===== src/rtl/execute_stage_if.sv =====
// ---------------------------------------------------------------------------
// execute_stage_if
//   Bundles the issue-side and writeback-side handshakes of the execute
//   stage. The issue side is valid/ready with opcode, operands and tag. The
//   writeback side is valid/ready with result, tag and ALU flags. The busy
//   status travels with them.
//
//   modport master : issue/writeback environment (drives in_*, out_ready)
//   modport slave  : execute stage (drives in_ready, out_*, busy)
// ---------------------------------------------------------------------------
interface execute_stage_if #(
  parameter int WIDTH = 32,
  parameter int TAGW  = 5
);
  logic             in_valid;
  logic             in_ready;
  logic [2:0]       in_op;
  logic [WIDTH-1:0] in_a;
  logic [WIDTH-1:0] in_b;
  logic [TAGW-1:0]  in_tag;

  logic             out_valid;
  logic             out_ready;
  logic [WIDTH-1:0] out_result;
  logic [TAGW-1:0]  out_tag;
  logic             out_carry;
  logic             out_overflow;
  logic             out_zero;
  logic             out_negative;

  logic             busy;

  modport master (
    output in_valid, in_op, in_a, in_b, in_tag, out_ready,
    input  in_ready, out_valid, out_result, out_tag,
           out_carry, out_overflow, out_zero, out_negative, busy
  );

  modport slave (
    input  in_valid, in_op, in_a, in_b, in_tag, out_ready,
    output in_ready, out_valid, out_result, out_tag,
           out_carry, out_overflow, out_zero, out_negative, busy
  );
endinterface


===== src/rtl/execute_stage.sv =====
// ---------------------------------------------------------------------------
// execute_stage
//   Integer execute stage between decode/issue and writeback. It accepts one
//   operation per in_valid/in_ready handshake and computes it on one shared
//   add/subtract datapath. It presents a registered result with ALU flags.
//   MUL is an iterative shift-and-add that runs for 32 cycles on the same
//   adder.
//
//   Ports:
//     clk    : clock, all state changes on the rising edge
//     reset  : synchronous, active-high
//     bus    : execute_stage_if.slave
//              in_valid/in_ready/in_op/in_a/in_b/in_tag   issue handshake
//              out_valid/out_ready/out_result/out_tag     writeback handshake
//              out_carry/out_overflow/out_zero/out_negative   flags
//              busy                                       multiply in progress
//
//   Opcodes: 000 ADD, 001 SUB, 010 AND, 011 OR, 100 XOR, 101 SLT, 110 MUL,
//            111 reserved (result 0, zero flag set).
// ---------------------------------------------------------------------------

// 32-bit add/subtract unit. When sub = 1 it computes a + ~b + 1. In that case
// carry = 1 means that no borrow occurred.
module full32_bit_adder #(
  parameter int WIDTH = 32
) (
  input  logic [WIDTH-1:0] a,
  input  logic [WIDTH-1:0] b,
  input  logic             sub,
  output logic [WIDTH-1:0] sum,
  output logic             carry,
  output logic             overflow
);
  logic [WIDTH-1:0] b_eff;
  logic [WIDTH:0]   total;

  always_comb begin
    b_eff    = sub ? ~b : b;
    total    = {1'b0, a} + {1'b0, b_eff} + {{WIDTH{1'b0}}, sub};
    sum      = total[WIDTH-1:0];
    carry    = total[WIDTH];
    // Signed overflow: both addends have the same sign and the sum sign differs.
    overflow = (a[WIDTH-1] == b_eff[WIDTH-1]) && (sum[WIDTH-1] != a[WIDTH-1]);
  end
endmodule

module execute_stage #(
  parameter int WIDTH = 32,
  parameter int TAGW  = 5
) (
  input  logic             clk,
  input  logic             reset,
  execute_stage_if.slave   bus
);

  typedef enum logic [2:0] {
    OP_ADD = 3'b000,
    OP_SUB = 3'b001,
    OP_AND = 3'b010,
    OP_OR  = 3'b011,
    OP_XOR = 3'b100,
    OP_SLT = 3'b101,
    OP_MUL = 3'b110,
    OP_RSV = 3'b111
  } op_e;

  typedef enum logic {
    ST_IDLE = 1'b0,
    ST_MUL  = 1'b1
  } state_e;

  state_e state_q, state_d;
  op_e    op;

  // Multiply iteration state
  logic [WIDTH-1:0] acc_q;
  logic [WIDTH-1:0] mcand_q;
  logic [WIDTH-1:0] mplier_q;
  logic [4:0]       count_q;
  logic [TAGW-1:0]  mul_tag_q;

  // Output register
  logic             valid_q;
  logic [WIDTH-1:0] result_q;
  logic [TAGW-1:0]  tag_q;
  logic             carry_q;
  logic             overflow_q;
  logic             zero_q;
  logic             negative_q;

  // Handshake / control
  logic in_ready;
  logic accept;
  logic mul_start;
  logic mul_done;
  logic load_out;

  // Shared adder
  logic [WIDTH-1:0] add_a;
  logic [WIDTH-1:0] add_b;
  logic             add_sub;
  logic [WIDTH-1:0] add_sum;
  logic             add_carry;
  logic             add_overflow;

  // Result and flags about to be loaded into the output register
  logic [WIDTH-1:0] acc_next;
  logic [WIDTH-1:0] res_d;
  logic             carry_d;
  logic             overflow_d;

  assign op = op_e'(bus.in_op);

  // -------------------------------------------------------------------------
  // FSM: next state and handshake
  // -------------------------------------------------------------------------
  always_comb begin
    // NOTE: every signal gets a default before the case, so no path can leave
    // it unassigned and infer a latch.
    state_d   = state_q;
    in_ready  = 1'b0;
    accept    = 1'b0;
    mul_start = 1'b0;
    mul_done  = 1'b0;
    case (state_q)
      ST_IDLE: begin
        // Accept only when the output slot is free or drains this cycle.
        in_ready = (!valid_q || bus.out_ready) && !reset;
        accept   = bus.in_valid && in_ready;
        if (accept && op == OP_MUL) begin
          mul_start = 1'b1;
          state_d   = ST_MUL;
        end
      end
      ST_MUL: begin
        // count = 0 is the 32nd and last iteration. The output slot is free
        // because the accept required it.
        if (count_q == 5'd0) begin
          mul_done = 1'b1;
          state_d  = ST_IDLE;
        end
      end
      default: state_d = ST_IDLE;
    endcase
  end

  // -------------------------------------------------------------------------
  // Shared adder: the issue operands in IDLE, accumulator + multiplicand in MUL
  // -------------------------------------------------------------------------
  always_comb begin
    if (state_q == ST_MUL) begin
      add_a   = acc_q;
      add_b   = mcand_q;
      add_sub = 1'b0;
    end else begin
      add_a   = bus.in_a;
      add_b   = bus.in_b;
      add_sub = (op == OP_SUB) || (op == OP_SLT);
    end
  end

  full32_bit_adder #(.WIDTH(WIDTH)) u_adder (
    .a        (add_a),
    .b        (add_b),
    .sub      (add_sub),
    .sum      (add_sum),
    .carry    (add_carry),
    .overflow (add_overflow)
  );

  assign acc_next = mplier_q[0] ? add_sum : acc_q;

  // -------------------------------------------------------------------------
  // Result selection
  // -------------------------------------------------------------------------
  always_comb begin
    res_d      = '0;
    carry_d    = 1'b0;
    overflow_d = 1'b0;
    if (mul_done) begin
      res_d = acc_next;
    end else begin
      case (op)
        OP_ADD, OP_SUB: begin
          res_d      = add_sum;
          carry_d    = add_carry;
          overflow_d = add_overflow;
        end
        OP_AND: res_d = bus.in_a & bus.in_b;
        OP_OR:  res_d = bus.in_a | bus.in_b;
        OP_XOR: res_d = bus.in_a ^ bus.in_b;
        // The signed less-than result is the true sign of a-b, which
        // corrects the sum sign for overflow.
        OP_SLT: res_d = {{(WIDTH-1){1'b0}}, add_sum[WIDTH-1] ^ add_overflow};
        default: res_d = '0;
      endcase
    end
  end

  assign load_out = (accept && op != OP_MUL) || mul_done;

  // -------------------------------------------------------------------------
  // State, multiply datapath and output register
  // -------------------------------------------------------------------------
  always_ff @(posedge clk) begin
    // NOTE: sequential state uses non-blocking assignments, so that every
    // register samples values from before the clock edge.
    if (reset) begin
      state_q    <= ST_IDLE;
      acc_q      <= '0;
      mcand_q    <= '0;
      mplier_q   <= '0;
      count_q    <= '0;
      mul_tag_q  <= '0;
      valid_q    <= 1'b0;
      result_q   <= '0;
      tag_q      <= '0;
      carry_q    <= 1'b0;
      overflow_q <= 1'b0;
      zero_q     <= 1'b0;
      negative_q <= 1'b0;
    end else begin
      state_q <= state_d;

      if (mul_start) begin
        acc_q     <= '0;
        mcand_q   <= bus.in_a;
        mplier_q  <= bus.in_b;
        count_q   <= 5'd31;
        mul_tag_q <= bus.in_tag;
      end else if (state_q == ST_MUL) begin
        acc_q    <= acc_next;
        mcand_q  <= mcand_q << 1;
        mplier_q <= mplier_q >> 1;
        if (count_q != 5'd0) begin
          count_q <= count_q - 5'd1;
        end
      end

      if (load_out) begin
        valid_q    <= 1'b1;
        result_q   <= res_d;
        tag_q      <= mul_done ? mul_tag_q : bus.in_tag;
        carry_q    <= carry_d;
        overflow_q <= overflow_d;
        zero_q     <= (res_d == '0);
        negative_q <= res_d[WIDTH-1];
      end else if (bus.out_ready) begin
        valid_q <= 1'b0;
      end
    end
  end

  assign bus.in_ready     = in_ready;
  assign bus.out_valid    = valid_q;
  assign bus.out_result   = result_q;
  assign bus.out_tag      = tag_q;
  assign bus.out_carry    = carry_q;
  assign bus.out_overflow = overflow_q;
  assign bus.out_zero     = zero_q;
  assign bus.out_negative = negative_q;
  assign bus.busy         = (state_q == ST_MUL);

endmodule


===== src/flat_wrapper.sv =====
// flat-port wrapper written by rule: the top's interface ports become plain ports
module execute_stage_flat 
#(
  parameter int WIDTH = 32,
  parameter int TAGW  = 5
)
  (clk, reset, bus_in_valid, bus_in_op, bus_in_a, bus_in_b, bus_in_tag, bus_out_ready, bus_in_ready, bus_out_valid, bus_out_result, bus_out_tag, bus_out_carry, bus_out_overflow, bus_out_zero, bus_out_negative, bus_busy);
  execute_stage_if #(.WIDTH(WIDTH), .TAGW(TAGW)) bus_i ();
  input  logic clk;
  input  logic reset;
  input wire logic [$bits(bus_i.in_valid)-1:0] bus_in_valid;
  input wire logic [$bits(bus_i.in_op)-1:0] bus_in_op;
  input wire logic [$bits(bus_i.in_a)-1:0] bus_in_a;
  input wire logic [$bits(bus_i.in_b)-1:0] bus_in_b;
  input wire logic [$bits(bus_i.in_tag)-1:0] bus_in_tag;
  input wire logic [$bits(bus_i.out_ready)-1:0] bus_out_ready;
  output wire logic [$bits(bus_i.in_ready)-1:0] bus_in_ready;
  output wire logic [$bits(bus_i.out_valid)-1:0] bus_out_valid;
  output wire logic [$bits(bus_i.out_result)-1:0] bus_out_result;
  output wire logic [$bits(bus_i.out_tag)-1:0] bus_out_tag;
  output wire logic [$bits(bus_i.out_carry)-1:0] bus_out_carry;
  output wire logic [$bits(bus_i.out_overflow)-1:0] bus_out_overflow;
  output wire logic [$bits(bus_i.out_zero)-1:0] bus_out_zero;
  output wire logic [$bits(bus_i.out_negative)-1:0] bus_out_negative;
  output wire logic [$bits(bus_i.busy)-1:0] bus_busy;
  assign bus_i.in_valid = bus_in_valid;
  assign bus_i.in_op = bus_in_op;
  assign bus_i.in_a = bus_in_a;
  assign bus_i.in_b = bus_in_b;
  assign bus_i.in_tag = bus_in_tag;
  assign bus_i.out_ready = bus_out_ready;
  assign bus_in_ready = bus_i.in_ready;
  assign bus_out_valid = bus_i.out_valid;
  assign bus_out_result = bus_i.out_result;
  assign bus_out_tag = bus_i.out_tag;
  assign bus_out_carry = bus_i.out_carry;
  assign bus_out_overflow = bus_i.out_overflow;
  assign bus_out_zero = bus_i.out_zero;
  assign bus_out_negative = bus_i.out_negative;
  assign bus_busy = bus_i.busy;
  execute_stage #(.WIDTH(WIDTH), .TAGW(TAGW)) u_core (.clk(clk), .reset(reset), .bus(bus_i));
endmodule

===== config.mk =====
export PLATFORM = sky130hd
export DESIGN_NAME = execute_stage_flat
export DESIGN_NICKNAME = d
export VERILOG_FILES = /design/src/rtl/execute_stage_if.sv /design/src/rtl/execute_stage.sv /design/src/flat_wrapper.sv
export SDC_FILE = /design/constraint.sdc
export NUM_CORES = 1
export LEC_CHECK = 0
export BUFFER_PORTS_ARGS = -buffer_cell sky130_fd_sc_hd__buf_2
export CAP_MARGIN = 20
export CORE_AREA = 2 2 189 191
export DETAILED_ROUTE_END_ITERATION = 7
export DIE_AREA = 0 0 191 193
export PLACE_DENSITY_LB_ADDON = 0.3
export SKIP_LAST_GASP = 1
export SYNTH_ARGS = -nofsm -noshare
export SYNTH_HDL_FRONTEND = slang
export SYNTH_SLANG_ARGS = --single-unit

===== constraint.sdc =====
create_clock -name clk -period 4.6 [get_ports clk]
set_input_delay 0.23 -clock clk [delete_from_list [all_inputs] [get_ports clk]]
set_output_delay 0.23 -clock clk [all_outputs]
set_load 0.1 [all_outputs]

==> results of run 1 <==
==> synthesized netlist by cell type, drive strengths merged (3+ instances only) <==
library cell  instances  area, um2
nand2               180        676
dfxtp               148       2960
nor2                143        537
a21oi               138        691
o21ai               103        515
ha                   96       1200
inv                  89        334
clkbuf               88        360
xnor2                47        412
a211oi               38        290
a222oi               36        360
a22oi                36        270
buf                  21        120
nand3                21        110
nor3                 20        100
a221oi               18        158
mux2i                15        150
xor2                 15        131
a21o                 14        105
a31oi                12       81.3
nand4                12       75.1
nor2b                 9       56.3
and3                  8       50.1
a311oi                7       61.3
nand2b                7       43.8
a211o                 6       52.6
nand4b                6       52.6
a22o                  5       43.8
and2                  5       31.3
o21a                  5       37.5
or2                   5       31.3
a2bb2oi               4       35.0
nand3b                4       30.0
o211ai                4       30.0
o311ai                4       35.0
a21boi                3       22.5
a41oi                 3       26.3
and4                  3       26.3
o21bai                3       22.5
o22ai                 3       18.8
o31ai                 3       22.5
==> layout make-up <==
class / instances / area share [%]
diodes: 1 / 0.0201
clock buffers: 18 / 3.53
clock inverters: 14 / 1.21
inverters: 89 / 2.69
multi-input cells: 1070 / 56.1
flip-flops and latches: 148 / 23.9
well taps: 461 / 4.64
repair buffers: 165 / 7.99
==> worst reg2reg max path: stages, from the launching register on <==
cell	delay, ps
dfxtp_4	480
or4b_4	600
nand3_2	130
inv_2	80
fa_1	470
nand2b_1	190
a211o_1	320
a211o_1	330
a41oi_1	200
buf_4	210
xnor2_1	160
o22a_2	270
nand4_1	160
nor4_4	400
nand4b_1	140
o21ai_1	140
==> cells in the final DEF, fill, tap and decap left out, types with 17 or more instances in the layout <==
cell type	count
a211oi_1	37
a21oi_1	137
a221oi_1	17
a222oi_1	36
a22oi_1	36
buf_2	118
buf_4	43
clkbuf_16	17
dfxtp_1	147
ha_1	96
inv_1	88
nand2_1	180
nand3_1	20
nor2_1	142
nor3_1	19
o21ai_0	101
xnor2_1	47
==> where the power goes <==
part	internal, mW	switching, mW
sequential	1.32	0.0219
combinational	0.410	0.842
clock	0.819	0.649
==> flip-flops by register name, indices dropped and copies added (netlist names) <==
name / flops
u_core.acc_q: 32
u_core.bus.out_result: 32
u_core.mcand_q: 32
u_core.mplier_q: 32
u_core.bus.out_tag: 5
u_core.count_q: 5
u_core.mul_tag_q: 5
u_core.bus.busy: 1
u_core.bus.out_carry: 1
u_core.bus.out_overflow: 1
u_core.bus.out_valid: 1
u_core.bus.out_zero: 1
==> layer usage <==
layer	GRT usage, %	share of wire (%)
met5	0	0
met4	6.02	2.0
met1	28.1	48
met3	3.93	7.7
met2	31.0	43
==> logic make-up after synthesis <==
kind of cell             after synthesis
AND/OR/NAND/NOR                      431
XOR/XNOR                              62
AO/OA/AOI/OAI                        463
buffers and inverters                198
flip-flops                           148
multiplexers                          17
adder cells (fa/ha/maj)               97
==> worst paths after layout <==
| check | start | endpoint | slack [ps] |
|---|---|---|---|
| worst min register to register | u_core.mul_tag_q[3] | u_core.mul_tag_q[3] | 450 |
| worst max-delay path | u_core.bus.busy | u_core.bus.out_zero | 260 |
| worst max register to register | u_core.bus.busy | u_core.bus.out_zero | 260 |
| worst min-delay path | bus_in_tag[3] | u_core.mul_tag_q[3] | 40 |
==> what timing repair did <==
action                                  in CTS  in global routing
hold buffers                                 0                  0
pin swaps                                    0                  1
gates cloned                                 0                  0
gates resized for setup                      1                  2
endpoints found under the setup margin       1                  1
buffers inserted                             0                  3
==> impl_metrics.yaml, run 1 <==
timing:
  finalSetupTns_ps: 0
  setup_slack_ps: 256
  relSlewSlack_pct: 44.1
  hold_ws_ps: 36.1
  rsz0062_at_grt: "false"
  hold_viol_final: 0
  final_max_slew_viol_count: 0
  post-route-min-period_ps: 4340
  period_share_pct: 94.4
  fmax_mhz: 230
  finalClockSkew_ps: 16.9
  tightestPinTransition_ps: 838
  finalSetupViolations: 0
synthesis:
  synth_xor_area_share_pct: 5.09
  synthesis.nets: 1589
  ys_ff_latch: 148
  synth_top_family_by_area: "compound AO/OA/AOI/OAI gates"
  synth.area.mux_share_pct: 1.62
  syn_area_um2: 10700
  yosysWarnings: 0
  yosysSeqAreaShare_pct: 27.7
  async_flop_share_pct: 0
  yosys.cell_types.count: 73
  synth_area_per_cell_um2: 7.54
  synth_adder_area_share_pct: 11.4
  synth_edf_count: 0
  netlist_instances: 1416
  yosys.area_share.simple_pct: 17.8
  synth_compound_area_share_pct: 28.7
  synth_top_flop_cell: "dfxtp_1"
critical_path:
  worst-path-buf-inv: 2
  worst_setup_path_start_kind: "flop"
  r2r_cells: 15
  critical_path.cell_chain: "or4b_4 -> nand3_2 -> inv_2 -> fa_1 -> nand2b_1 -> a211o_1 -> a211o_1 -> a41oi_1 -> buf_4 -> xnor2_1 -> o22a_2 -> nand4_1 -> nor4_4 -> nand4b_1 -> o21ai_1"
  cpLargestDelayFamily: "simple AND/OR/NAND/NOR gates"
  critical-path-max-stage-delay_ps: 590
  cp-end-kind: "flop"
  worstPathArrival_ps: 4720
  required_ps: 4970
  critPathKind: "reg -> reg"
  crit_slowest_cell: "or4b_4"
  path_common_cell: "a211o_1"
  cp_max_fo: 33
  crit_cells: 15
clock_tree:
  cts_tree: "built"
  clock-sinks: 148
  path_clk_slew_ps: 70
  cts_made_buffers: 17
  htree_levels: 4
  cts_root_buffer: "clkbuf_16"
  clk_latency_ps: 450
  clk_path_buf_depth: 2
die:
  ios: 120
  fp.coreArea_um2: 35000
  row_count: 69
  fp.dieH_um: 193
  start_util_pct: 30.5
  die_w_um: 191
  die_area_um2: 36900
drt:
  vias: 10700
  firstDrtPassIters: 6
  wl_um: 37000
  postRouteAntennaNets: 0
  dr.first_iter.drc_count: 1062
  drc_errors: 0
  routedWlPerCell_um: 18.8
  viasPerCell: 5.44
pwr:
  vdd.ir_drop.worst_v: 0.000222
  p_per_area_nw_per_um2: 326
  power_mw: 4.06
  leakagePower_nw: 5.08
cells_and_area:
  final_core_utilization_pct: 35.6
  nNetsFinal: 1664
  postLayoutCellArea_um2: 12400
  multi_input_area_um2: 6970
  area_growth_pct: 16.5
  area.sequential_um2: 2970
  layout-drive-gt1-share_pct: 15.2
  nFillCells: 3732
  layoutNonFillerInstCount: 1966
run_status:
  status: "completed"
placed_design:
  portBuffers: 119
  dpl_worst_slack_ps: -7.34
  finalWeightedCongestion: 0.897
  dp_hpwl_um: 26600
  placed_cells: 1930
  dpl_cell_area_um2: 11800
global_routing:
  grt_pass1_vias: 10200
  grt_max_degree: 90
  overflow: 0
  grt_pass1_wl_um: 58200
  grtUsageTotal_pct: 20.1
  antenna_found_initial: 1
job:
  cap_violations: 0
worst_hold_path:
  hold_class: "in -> reg"
  hold_path_depth: 3
Note: power is estimated with default switching activity, not from simulation.
==> inputs of run 2 (changes only) <==
==> constraint.sdc (replaced) <==
create_clock -name clk -period 4.6 [get_ports clk]
set_input_delay 0.46 -clock clk [delete_from_list [all_inputs] [get_ports clk]]
set_output_delay 0.46 -clock clk [all_outputs]
set_load 0.1 [all_outputs]
==> impl_metrics.yaml, run 2 (same netlist as run 1, synthesis figures left out) <==
clock_tree:
  cts_setup_buffers: 0
  clk_path_buf_depth: 2
  holdBufCountCts: 0
  htree_levels: 4
  path_clk_slew_ps: 70
  cts_root_buffer: "clkbuf_16"
  cts_made_buffers: 17
  clk_latency_ps: 460
  clock-sinks: 148
  cts.repair.resized: 0
  cts_tree: "built"
drt:
  drc_errors: 0
  vias: 10700
  firstDrtPassIters: 6
  dr.first_iter.drc_count: 1005
  routedWlPerCell_um: 19.0
  viasPerCell: 5.46
  wl_um: 37300
  postRouteAntennaNets: 0
timing:
  finalClockSkew_ps: 18.9
  finalSetupTns_ps: 0
  final_max_slew_viol_count: 0
  rsz0062_at_grt: "false"
  fmax_mhz: 224
  finalSetupViolations: 0
  period_share_pct: 97.2
  hold_viol_final: 0
  tightestPinTransition_ps: 1070
  relSlewSlack_pct: 28.4
  post-route-min-period_ps: 4470
  hold_ws_ps: 252
pwr:
  power_mw: 4.11
  leakagePower_nw: 5.08
  intPower_mw: 2.55
  seqPwrFrac_pct: 32.6
  p_per_area_nw_per_um2: 330
  clock_power_share_pct: 36.8
  swShare_pct: 37.8
  vdd.ir_drop.worst_v: 0.000263
  power_frac_comb_pct: 30.6
  switching_power_mw: 1.55
die:
  ios: 120
  start_util_pct: 30.5
  row_count: 69
  fp.coreArea_um2: 35000
  die_w_um: 191
  die_area_um2: 36900
  fp.dieH_um: 193
job:
  cap_violations: 0
critical_path:
  worst_setup_path_start_kind: "flop"
  worstPathArrival_ps: 4860
  cp-end-kind: "flop"
  required_ps: 4990
  cp_max_fo: 48
  critPathKind: "reg -> reg"
  startpoint: "u_core.bus.busy"
  reg2reg_from: "u_core.bus.busy"
global_routing:
  grt_pass1_wl_um: 57700
  grt_pass1_vias: 9930
  antenna_found_initial: 2
  grt_max_degree: 90
  overflow: 0
  grtUsageTotal_pct: 20.1
run_status:
  status: "completed"
cells_and_area:
  diodes: 0
  area_growth_pct: 16.3
  nNetsFinal: 1663
  multi_input_area_um2: 6950
  nFillCells: 3720
  final_core_utilization_pct: 35.5
  layout_common_cells: "nand2_1 (180), dfxtp_1 (147), nor2_1 (142)"
  area.sequential_um2: 2970
  layout_commonest_cell: "nand2_1"
  layout-drive-gt1-share_pct: 15.0
worst_hold_path:
  hp-start: "bus_in_tag[4]"
  hold_class: "in -> reg"
placed_design:
  finalWeightedCongestion: 0.932
  portBuffers: 119
  dp_hpwl_um: 27000
==> run 2: changes by cell type in the layout (fill, tap and decap cells not counted), moves of 2 or more <==
cell        delta
clkinv_2       -3
clkinvlp_4     -2
inv_8          +2
clkinv_8       +2
==> run 2: power groups by stage <==
stage	Sequential, mW	Clock (mW)	Combinational [mW]
global placement	1.37	0	1.23
floorplan	1.55	0	0.714
CTS	1.34	1.54	1.24
detailed placement	1.37	0	1.23
finish	1.34	1.51	1.25
global route	1.34	1.58	1.36
==> run 2: metrics by stage <==
step	worst slack, ps	cells	area [um2]
2_1_floorplan	77.5	1416	10700
3_3_place_gp	131	1932	11800
3_5_place_dp	118	1932	11800
4_1_cts	127	1964	12400
5_1_grt	43.5	1964	12400
6_report	128	1964	12400
==> run 2: per-layer routing <==
metal / up-vias / wire (um) / global-route usage (%) / share of wire [%]
met1: 5084 / 17900 / 28.3 / 48
met4: 4 / 648 / 6.20 / 1.7
li1: 5228 / - / - / -
met2: 355 / 16200 / 31.3 / 43
met3: 45 / 2500 / 3.26 / 6.7
met5: - / 21 / 0 / 0.056
==> run 2: worst max-delay path, stage by stage (launching register included) <==
cell and delay, ps:
dfxtp_4 510, or4b_4 600, nand3_2 160, inv_2 90, fa_1 460, nand2b_1 180, a211o_1 340, a211o_1 320
a41oi_1 170, buf_4 210, a21oi_1 100, xnor2_1 150, a222oi_1 600, and4_1 290, nand4b_1 110, o21ai_1 140
==> run 2: cell type report <==
| type | instances | area share, % |
|---|---|---|
| multi-input combinational | 1070 | 56.0 |
| sequential | 148 | 23.9 |
| timing repair buffer | 164 | 7.84 |
| tap | 461 | 4.64 |
| clock buffer | 17 | 3.42 |
| inverter | 89 | 2.69 |
| clock inverter | 15 | 1.55 |
==> run 2: path summary, 6_finish.rpt <==
kind / endpoint / slack [ps] / depth (start not counted)
max: u_core.bus.out_zero / 130 / 15
min: u_core.mul_tag_q[4] / 250 / 3
max reg2reg: u_core.bus.out_zero / 130 / 15
min reg2reg: u_core.mul_tag_q[4] / 460 / 2
